==> src/rtl/sd_pkg.sv <==
// Shared types and constants for the SD SPI command sequencer.
// Holds the state enum, command indices, R1 bits and the fixed CRC table.
package sd_pkg;

  typedef enum logic [2:0] {
    IDLE,
    PRE,
    SEND,
    POLL,
    EXTRA,
    POST,
    FIN
  } state_t;

  localparam logic [5:0] CMD0   = 6'd0;
  localparam logic [5:0] CMD8   = 6'd8;
  localparam logic [5:0] CMD17  = 6'd17;
  localparam logic [5:0] CMD24  = 6'd24;
  localparam logic [5:0] ACMD41 = 6'd41;
  localparam logic [5:0] CMD55  = 6'd55;

  localparam int R1_IDLE        = 0;
  localparam int R1_ILLEGAL_CMD = 2;

  localparam logic [7:0] BYTE_FF = 8'hFF;

  // Only CMD0 and CMD8 need a valid CRC in SPI mode; the
  // trailing end bit is already folded into these bytes.
  function automatic logic [7:0] crc_fixed(
    input logic [5:0] idx
  );
    logic [7:0] b;
    b = 8'h01;
    if (idx == CMD0) b = 8'h95;
    if (idx == CMD8) b = 8'h87;
    return b;
  endfunction

endpackage

==> src/rtl/sd_crc7.sv <==
// Combinational CRC7 (x^7+x^3+1, init 0) over a 40-bit command head.
// Ports: data[39:0] command bits MSB first, crc[6:0] result.
module sd_crc7 (
  input  logic [39:0] data,
  output logic [6:0]  crc
);

  logic fb;

  always_comb begin
    crc = '0;
    fb  = 1'b0;
    for (int i = 39; i >= 0; i--) begin
      fb  = data[i] ^ crc[6];
      crc = {crc[5:0], 1'b0} ^ (fb ? 7'h09 : 7'h00);
    end
  end

endmodule

==> src/rtl/sd_cmd_sequencer.sv <==
// SD SPI command sequencer: frames a command, polls for R1, reads
// optional trailing bytes, then releases cs. Drives a byte engine via
// txrx_execute/txrx_out_byte and consumes txrx_in_byte on
// txrx_finished. Status: busy, done, timeout, r1, resp_data, cs.
// Define SD_CMD_CRC7_EN to compute CRC7; otherwise a fixed table.
module sd_cmd_sequencer
  import sd_pkg::*;
#(
  parameter int POLL_MAX    = 8,
  parameter int EXTRA_BYTES = 4
) (
  input  logic        clk,
  input  logic        reset,
  input  logic        cmd_start,
  input  logic [5:0]  cmd_index,
  input  logic [31:0] cmd_arg,
  input  logic        resp_long,
  output logic        busy,
  output logic        done,
  output logic        timeout,
  output logic [7:0]  r1,
  output logic [31:0] resp_data,
  output logic        cs,
  output logic        txrx_execute,
  output logic [7:0]  txrx_out_byte,
  input  logic [7:0]  txrx_in_byte,
  input  logic        txrx_finished,
  input  logic        txrx_busy
);

  localparam int MAX_PE =
    (POLL_MAX > EXTRA_BYTES) ? POLL_MAX : EXTRA_BYTES;
  localparam int MAXN = (MAX_PE > 6) ? MAX_PE : 6;
  localparam int CW   = $clog2(MAXN + 1);

  localparam logic [CW-1:0] SEND_LAST  = CW'(5);
  localparam logic [CW-1:0] POLL_LAST  = CW'(POLL_MAX - 1);
  localparam logic [CW-1:0] EXTRA_LAST = CW'(EXTRA_BYTES - 1);

  state_t        state;
  logic [CW-1:0] cnt;
  logic [47:0]   frame;
  logic          long_q;
  logic          pend;
  logic [39:0]   head;
  logic [7:0]    crc_byte;
  logic [7:0]    next_byte;
  logic          byte_done;
  logic          in_xfer;

  assign head = {2'b01, cmd_index, cmd_arg};

`ifdef SD_CMD_CRC7_EN
  logic [6:0] crc7;

  sd_crc7 u_crc7 (
    .data (head),
    .crc  (crc7)
  );

  assign crc_byte = {crc7, 1'b1};
`else
  assign crc_byte = crc_fixed(cmd_index);
`endif

  // A finish only counts for a transfer we launched; the
  // execute cycle itself is excluded so a stale pulse
  // cannot complete a byte the engine never saw.
  assign byte_done = pend & txrx_finished & ~txrx_execute;

  assign in_xfer = (state == PRE)  || (state == SEND) ||
                   (state == POLL) || (state == EXTRA) ||
                   (state == POST);

  // frame is shifted so its top byte is always the next
  // command byte to send.
  assign next_byte = (state == SEND) ? frame[47:40] : BYTE_FF;

  always_ff @(posedge clk) begin
    if (reset) begin
      state         <= IDLE;
      cnt           <= '0;
      frame         <= '0;
      long_q        <= 1'b0;
      pend          <= 1'b0;
      cs            <= 1'b1;
      busy          <= 1'b0;
      done          <= 1'b0;
      timeout       <= 1'b0;
      txrx_execute  <= 1'b0;
      txrx_out_byte <= BYTE_FF;
      r1            <= BYTE_FF;
      resp_data     <= '0;
    end else begin
      txrx_execute <= 1'b0;
      done         <= 1'b0;

      if (in_xfer && !pend && !txrx_busy) begin
        txrx_execute  <= 1'b1;
        txrx_out_byte <= next_byte;
        pend          <= 1'b1;
      end

      if (byte_done) pend <= 1'b0;

      unique case (state)
        IDLE: begin
          if (cmd_start) begin
            frame   <= {head, crc_byte};
            long_q  <= resp_long;
            cs      <= 1'b0;
            busy    <= 1'b1;
            timeout <= 1'b0;
            cnt     <= '0;
            state   <= PRE;
          end
        end
        PRE: begin
          if (byte_done) state <= SEND;
        end
        SEND: begin
          if (byte_done) begin
            frame <= {frame[39:0], 8'h00};
            if (cnt == SEND_LAST) begin
              cnt   <= '0;
              state <= POLL;
            end else begin
              cnt <= cnt + 1'b1;
            end
          end
        end
        POLL: begin
          if (byte_done) begin
            if (!txrx_in_byte[7]) begin
              r1    <= txrx_in_byte;
              cnt   <= '0;
              state <= long_q ? EXTRA : POST;
            end else if (cnt == POLL_LAST) begin
              r1      <= BYTE_FF;
              timeout <= 1'b1;
              cnt     <= '0;
              state   <= POST;
            end else begin
              cnt <= cnt + 1'b1;
            end
          end
        end
        EXTRA: begin
          if (byte_done) begin
            resp_data <= {resp_data[23:0], txrx_in_byte};
            if (cnt == EXTRA_LAST) begin
              cnt   <= '0;
              state <= POST;
            end else begin
              cnt <= cnt + 1'b1;
            end
          end
        end
        POST: begin
          if (byte_done) begin
            cs    <= 1'b1;
            busy  <= 1'b0;
            done  <= 1'b1;
            state <= FIN;
          end
        end
        FIN: begin
          state <= IDLE;
        end
        default: begin
          state <= IDLE;
        end
      endcase
    end
  end

endmodule

==> config.mk <==
export PLATFORM = sky130hd
export DESIGN_NAME = sd_cmd_sequencer
export DESIGN_NICKNAME = d
export VERILOG_FILES = /design/src/rtl/sd_pkg.sv /design/src/rtl/sd_crc7.sv /design/src/rtl/sd_cmd_sequencer.sv
export SDC_FILE = /design/constraint.sdc
export NUM_CORES = 1
export LEC_CHECK = 0
export BUFFER_PORTS_ARGS = -buffer_cell sky130_fd_sc_hd__buf_2
export CAP_MARGIN = 20
export CORE_ASPECT_RATIO = 0.6
export CORE_MARGIN = 8
export CORE_UTILIZATION = 53
export CTS_CLUSTER_DIAMETER = 50
export DETAILED_ROUTE_END_ITERATION = 6
export PLACE_DENSITY = 0.79
export SETUP_SLACK_MARGIN = 0.02
export SLEW_MARGIN = 20
export SYNTH_ARGS = -nofsm -noshare
export SYNTH_HDL_FRONTEND = slang
export SYNTH_SLANG_ARGS = --single-unit
==> constraint.sdc <==
create_clock -name clk -period 2.4 [get_ports clk]
set_input_delay 0.12 -clock clk [delete_from_list [all_inputs] [get_ports clk]]
set_output_delay 0.12 -clock clk [all_outputs]
set_load 0.005 [all_outputs]
==> results of run 1 <==
[worst paths after layout]
kind / startpoint / end / slack (ps) / cells past startpoint
worst max register to register: state[1] / frame[43] / 350 / 6
worst max-delay path: state[1] / frame[43] / 350 / 6
worst min register to register: resp_data[30] / resp_data[30] / 450 / 2
worst min-delay path: cmd_arg[5] / frame[13] / 20 / 3
[flip-flops by register name, indices dropped and copies added (netlist names)]
name	cells
txrx_execute	1
timeout	1
resp_data	32
txrx_out_byte	8
state	3
r1	8
long_q	1
pend	1
cnt	4
busy	1
done	1
frame	44
cs	1
[Yosys cell counts (all sizes together) (5+ instances only)]
cell    instances
nand2b         12
clkbuf         14
a21oi          48
nand2          79
nor3            8
o22ai           7
inv             6
mux2i          35
o22a            8
dfxtp         106
nand3           8
buf            22
nor2           50
a211oi         33
nand3b          5
[final cells by class]
cell class / instances / area share [%]
clock buffers: 10 / 4.56
well taps: 108 / 2.58
inverters: 6 / 0.430
repair buffers: 114 / 12.1
flip-flops and latches: 106 / 40.5
clock inverters: 6 / 1.79
multi-input cells: 330 / 38.0
[cells by family after synthesis]
| family | count (synthesis) | share of synthesized area [%] |
|---|---|---|
| fa+ha+maj | 2 | 0.581 |
| flops | 106 | 49.3 |
| simple gates | 177 | 19.5 |
| mux | 35 | 8.13 |
| compound gates | 116 | 17.7 |
| buf+inv | 42 | 4.76 |
[per-stage QoR]
step	total power [mW]	cells	hold WS (ps)	cell area [um2]
after floorplan	3.00	478	256	4310
after detailed placement	3.32	664	374	4910
after global placement	3.26	664	366	4910
final	4.91	680	19.2	5240
after CTS	4.93	680	8.25	5240
after global routing	5.14	680	10.1	5240
[per-layer routing]
metal / GRT usage [%] / vias up / share of wire [%]
met2: 29.3 / 93 / 45
met5: 0 / - / 0
met4: 5.53 / 0 / 1.0
met1: 25.9 / 1711 / 48
met3: 5.78 / 11 / 6.5
li1: - / 1856 / -
[tightest hold or removal path, cell delays in order]
cell     delay (ps)
buf_2           100
nand2_1          50
a21oi_1          50
[power breakdown]
part,switching [mW],internal [mW],leakage [nW]
Sequential,0.204,2.01,0.865
Clock,0.658,0.955,0.165
Combinational,0.603,0.481,1.01
==> summary.md, run 1 <==
| Metric | Value |
|---|---|
| Most frequent cells in the layout | `dfxtp_1 (106), buf_2 (104), nand2_1 (77), nor2_1 (50), a21oi_1 (48)` |
| # port buffers | `104` |
| Max Slew Vio Count | `0` |
| TritonCTS clock tree | `done` |
| Clock buffer depth | `2` |
| Max Cap Violations | `0` |
| Tot GR Track Use | `19.2%` |
| Site Rows | `25` |
| Fin util | `66.5%` |
| CP max stage cell | `dfxtp_1` |
| Die height | `85.8 um` |
| Unrepaired setup endpoints after global routing | `no` |
| Seq/Total Area, Yosys | `49.3%` |
| Hold Crit Class | `input pin to register` |
| First-pass GRT wire length | `17.8 mm` |
| Fill cells | `673` |
| Pwr Density | `937 mW/mm2` |
| Vias | `3671` |
| Clock Skews | `9.64 ps` |
| Crit share post-route | `85.5%` |
| Normalized max-slew margin | `58.5%` |
| Area leader, netlist | `dfxtp_1` |
| Setup ws final | `348 ps` |
| Critical-path cell list | `nand2b_4 > or3_1 > nand2_2 > buf_12 > nor2_1 > a211oi_1` |
| YS warnings | `0` |
| Share of cells above drive strength 1 | `24.8%` |
| Top delay family on crit path | `simple AND/OR/NAND/NOR gates` |
| CTS Buf Count | `9` |
| I/O pin count | `105` |
| Clock sink total | `106` |
| Setup violators final | `0` |
| Number of synthesized flops with an enable pin | `0` |
| VDD IR-drop max | `0.546 mV` |
| Synth Area per Inst | `9.01 um2` |
| CTS Root Cell | `clkbuf_16` |
| Post-Synthesis Cell Area | `0.00431 mm2` |
| P&R area growth vs syn | `21.6%` |
| Most common cell after layout, fill and taps aside | `dfxtp_1` |
| FF/Latch Area | `0.00212 mm2` |
| Required @ worst endpoint | `2650 ps` |
| # hold bufs at CTS | `0` |
| Core Area | `0.00788 mm2` |
| Most common flop cell mapped by yosys | `dfxtp_1` |
| Worst-path clk slew | `70 ps` |
| Startpoint types | `register` |
| Initial Util | `54.7%` |
| Max stage delay on crit path | `470 ps` |
| Cell variety after synth | `51` |
| Resized cells post-CTS | `0` |
| CP bufs+invs | `1` |
| Setup total negative slack | `0 ps` |
| Final worst path period need | `2050 ps` |
| Post-synthesis cell count | `478` |
| Final wirelength | `11.0 mm` |
| Die width | `132 um` |
| Number of hold violations in the final report | `0` |
| DR WL/cell | `16.1 um` |
| Final Net Count | `621` |
| CP arrival | `2300 ps` |
| Initial antenna violation count | `0` |
| Maximum level of the CTS H-tree | `3` |
| Asr flop ratio synth | `0%` |
| Worst slack, placed | `366 ps` |
| # DRC | `0` |
| Remaining Overflow, GRT | `0` |
| Iteration-0 DRC Markers | `240` |
| FF+latch count, synth | `106` |
| Setup crit end kind | `register` |
| Synth Net Count | `532` |
| Drt pass-1 iters | `4` |
| Slew @ Worst Pin | `607 ps` |
| Yosys top cell area share | `49.3%` |
| Dpl hpwl | `8.07 mm` |
| Area of the multi-input gates | `0.00199 mm2` |
| Lkg Pwr | `2.04 nW` |
| Placer Congestion | `0.838` |
| Largest net degree at the start of global routing | `50` |
| Die area | `0.0114 mm2` |
| Worst-Skew Late Latency | `350 ps` |
| Setup Buffers After CTS | `0` |
| Crit-path max FO | `24` |
| Antenna diodes | `0` |
| Status | `completed` |
| Vias/cell | `5.40` |
| WS Path Type | `register to register` |
| Synth top area cells | `dfxtp_1 (49%), mux2i_1 (8.1%), nand2_1 (6.7%)` |
| Number of global-route vias before repair | `3520` |
| Max Fclk | `487 MHz` |
| Antenna Nets Post-Route | `0` |
(Power assumes the default switching activity.)
==> run 2: changes to the inputs <==
--- a/config.mk
+++ b/config.mk
@@ -5,6 +5,7 @@
 export SDC_FILE = /design/constraint.sdc
 export NUM_CORES = 1
 export LEC_CHECK = 0
+export ABC_CLOCK_PERIOD_IN_PS = 2400
 export BUFFER_PORTS_ARGS = -buffer_cell sky130_fd_sc_hd__buf_2
 export CAP_MARGIN = 20
 export CORE_ASPECT_RATIO = 0.6
==> constraint.sdc (replaced) <==
create_clock -name clk -period 2.4 [get_ports clk]
set_input_delay 0.6 -clock clk [delete_from_list [all_inputs] [get_ports clk]]
set_output_delay 0.6 -clock clk [all_outputs]
set_load 0.005 [all_outputs]
==> summary.md, run 2 (synthesis results as in run 1) <==
| Metric | Value |
|---|---|
| Status | `completed (unchanged)` |
| Clk pwr share | `31.4% (was 32.9%)` |
| CP arrival | `2200 ps (was 2300 ps)` |
| FF-to-FF setup slack | `390 ps (was 350 ps)` |
| Clock sink total | `106 (unchanged)` |
| Max Cap Violations | `0 (unchanged)` |
| Final Instance Area | `0.00520 mm2 (was 0.00524 mm2)` |
| Most common cell after layout, fill and taps aside | `dfxtp_1 (unchanged)` |
| Max Fclk | `497 MHz (was 487 MHz)` |
| I/O pin count | `105 (unchanged)` |
| Top delay family on crit path | `compound AO/OA/AOI/OAI gates (was simple AND/OR/NAND/NOR gates)` |
| CP bufs+invs | `0 (was 1)` |
| Die height | `85.8 um (unchanged)` |
| Grt met2 use | `28.4% (was 29.3%)` |
| CTS Root Cell | `clkbuf_16 (unchanged)` |
| Hold Crit Class | `register to register (was input pin to register)` |
| Top flop regs | `frame x44, resp_data x32 (unchanged)` |
| Maximum level of the CTS H-tree | `3 (unchanged)` |
| Max stage delay on crit path | `640 ps (was 470 ps)` |
| Required @ worst endpoint | `2590 ps (was 2650 ps)` |
| Most frequent cells in the layout | `dfxtp_1 (106), buf_2 (104), nand2_1 (77), nor2_1 (50), a21oi_1 (48) (unchanged)` |
| Largest net degree at the start of global routing | `85 (was 50)` |
| Iteration-0 DRC Markers | `339 (was 240)` |
| # port buffers | `104 (unchanged)` |
| Core Area | `0.00788 mm2 (unchanged)` |
| Startpoint types | `register (unchanged)` |
| # hold bufs at CTS | `0 (unchanged)` |
| VDD IR-drop max | `0.450 mV (was 0.546 mV)` |
| First-pass GRT wire length | `17.7 mm (was 17.8 mm)` |
| Crit share post-route | `83.8% (was 85.5%)` |
| Final wirelength | `11.0 mm (about the same)` |
| Lkg Pwr | `2.02 nW (was 2.04 nW)` |
| Tot GR Track Use | `19.2% (about the same)` |
| Slew @ Worst Pin | `663 ps (was 607 ps)` |
| Largest register FFs | `44 (unchanged)` |
| GR peak layer | `met2 (unchanged)` |
| Clock buffer depth | `2 (unchanged)` |
| Placer Congestion | `0.859 (was 0.838)` |
| Drt pass-1 iters | `4 (unchanged)` |
| Critical-path cell list | `nand2b_4 > a2bb2oi_1 > o21a_1 > a21oi_1 > a2111oi_0 (was nand2b_4 > or3_1 > nand2_2 > buf_12 > nor2_1 > a211oi_1)` |
| Die area | `0.0114 mm2 (unchanged)` |
| Crit-path max FO | `16 (was 24)` |
| Clock Skews | `7.32 ps (was 9.64 ps)` |
| Site Rows | `25 (unchanged)` |
| Unrepaired setup endpoints after global routing | `no (unchanged)` |
| Max Slew Vio Count | `0 (unchanged)` |
| Pwr Density | `914 mW/mm2 (was 937 mW/mm2)` |
| Pint | `3.31 mW (was 3.44 mW)` |
| Logic gate share of total power | `22.3% (was 22.1%)` |
| Worst-path clk slew | `70 ps (about the same)` |
| DR WL/cell | `16.2 um (was 16.1 um)` |
| Share of cells above drive strength 1 | `24.6% (was 24.8%)` |
| Sw Share | `30.4% (was 29.8%)` |
| Fill cells | `695 (was 673)` |
| Met1 usage | `26.4% (was 25.9%)` |
| Setup total negative slack | `0 ps (unchanged)` |
| Dpl hpwl | `7.85 mm (was 8.07 mm)` |
| P&R area growth vs syn | `20.7% (was 21.6%)` |
| Setup Buffers After CTS | `0 (unchanged)` |
| Initial Util | `54.7% (unchanged)` |
| Largest register by flop count | `frame (unchanged)` |
| Antenna diodes | `0 (unchanged)` |
| Antenna Nets Post-Route | `0 (unchanged)` |
| Power, Total | `4.76 mW (was 4.91 mW)` |
| CTS Buf Count | `9 (unchanged)` |
| Setup violators final | `0 (unchanged)` |
| Remaining Overflow, GRT | `0 (unchanged)` |
| Resized cells post-CTS | `0 (unchanged)` |
| Normalized max-slew margin | `54.6% (was 58.5%)` |
| Final worst path period need | `2010 ps (was 2050 ps)` |
| Sequential power share | `46.3% (was 45.0%)` |
| Number of global-route vias before repair | `3381 (was 3520)` |
| Area of the multi-input gates | `0.00199 mm2 (unchanged)` |
| CP max stage cell | `dfxtp_1 (unchanged)` |
| TritonCTS clock tree | `done (unchanged)` |
| Vias/cell | `5.38 (was 5.40)` |
| Met3 Use GR | `5.25% (was 5.78%)` |
| # DRC | `0 (unchanged)` |
| WS Path Type | `register to register (unchanged)` |
| Vias | `3650 (was 3671)` |
| FF/Latch Area | `0.00212 mm2 (unchanged)` |
| Setup crit end kind | `register (unchanged)` |
| Final Net Count | `620 (was 621)` |
| Number of hold violations in the final report | `0 (unchanged)` |
| Worst-Skew Late Latency | `340 ps (was 350 ps)` |
| Switching pwr | `1.44 mW (was 1.46 mW)` |
| Initial antenna violation count | `0 (unchanged)` |
| Die width | `132 um (unchanged)` |
| Placed cell area | `0.00490 mm2 (was 0.00491 mm2)` |
| Fin util | `66.0% (was 66.5%)` |
run 2: cell count changes in the layout (fill, tap and decap cells not counted):
cell,change
clkinvlp_4,+1
buf_4,-1
bufinv_16,-1
inv_6,-1
run 2: metrics by stage:
step | setup WS [ps] | instances | hold slack (ps)
2_1_floorplan | 629 | 478 | 432
3_3_place_gp | 444 | 663 | 438
3_5_place_dp | 330 | 663 | 445
4_1_cts | 412 | 678 | 455
5_1_grt | 152 | 678 | 472
6_report | 389 | 678 | 455
run 2: path summary, 6_finish.rpt:
path / cells after the start / to / start
max: 5 / cnt[2] / state[1]
min: 2 / resp_data[29] / resp_data[29]
max reg2reg: 5 / cnt[2] / state[1]
min reg2reg: 2 / resp_data[29] / resp_data[29]
run 2: metal layers:
layer  vias up  share of wire [%]
li1       1856                  -
met1      1686                 48
met2        95                 44
met3        13                6.9
met4         0                1.2
met5         -                  0
run 2: worst register-to-register path, stage by stage (launching register included):
cell	delay, ps
dfxtp_1	640
nand2b_4	260
a2bb2oi_1	150
o21a_1	300
a21oi_1	70
a2111oi_0	450
run 2: layout make-up:
type	count	area share, %
Clock inverter	5	1.20
Timing Repair Buffer	113	12.0
Inverter	6	0.433
Sequential cell	106	40.8
Multi-Input combinational cell	330	38.3
Clock buffer	10	4.60
Tap cell	108	2.60
run 2: power by group through the flow:
stage	clock, mW	combinational (mW)	sequential [mW]
after CTS	1.52	1.06	2.20
after floorplan	0	0.847	2.15
after global routing	1.60	1.18	2.23
after detailed placement	0	1.05	2.23
after global placement	0	1.01	2.22
final	1.49	1.06	2.20
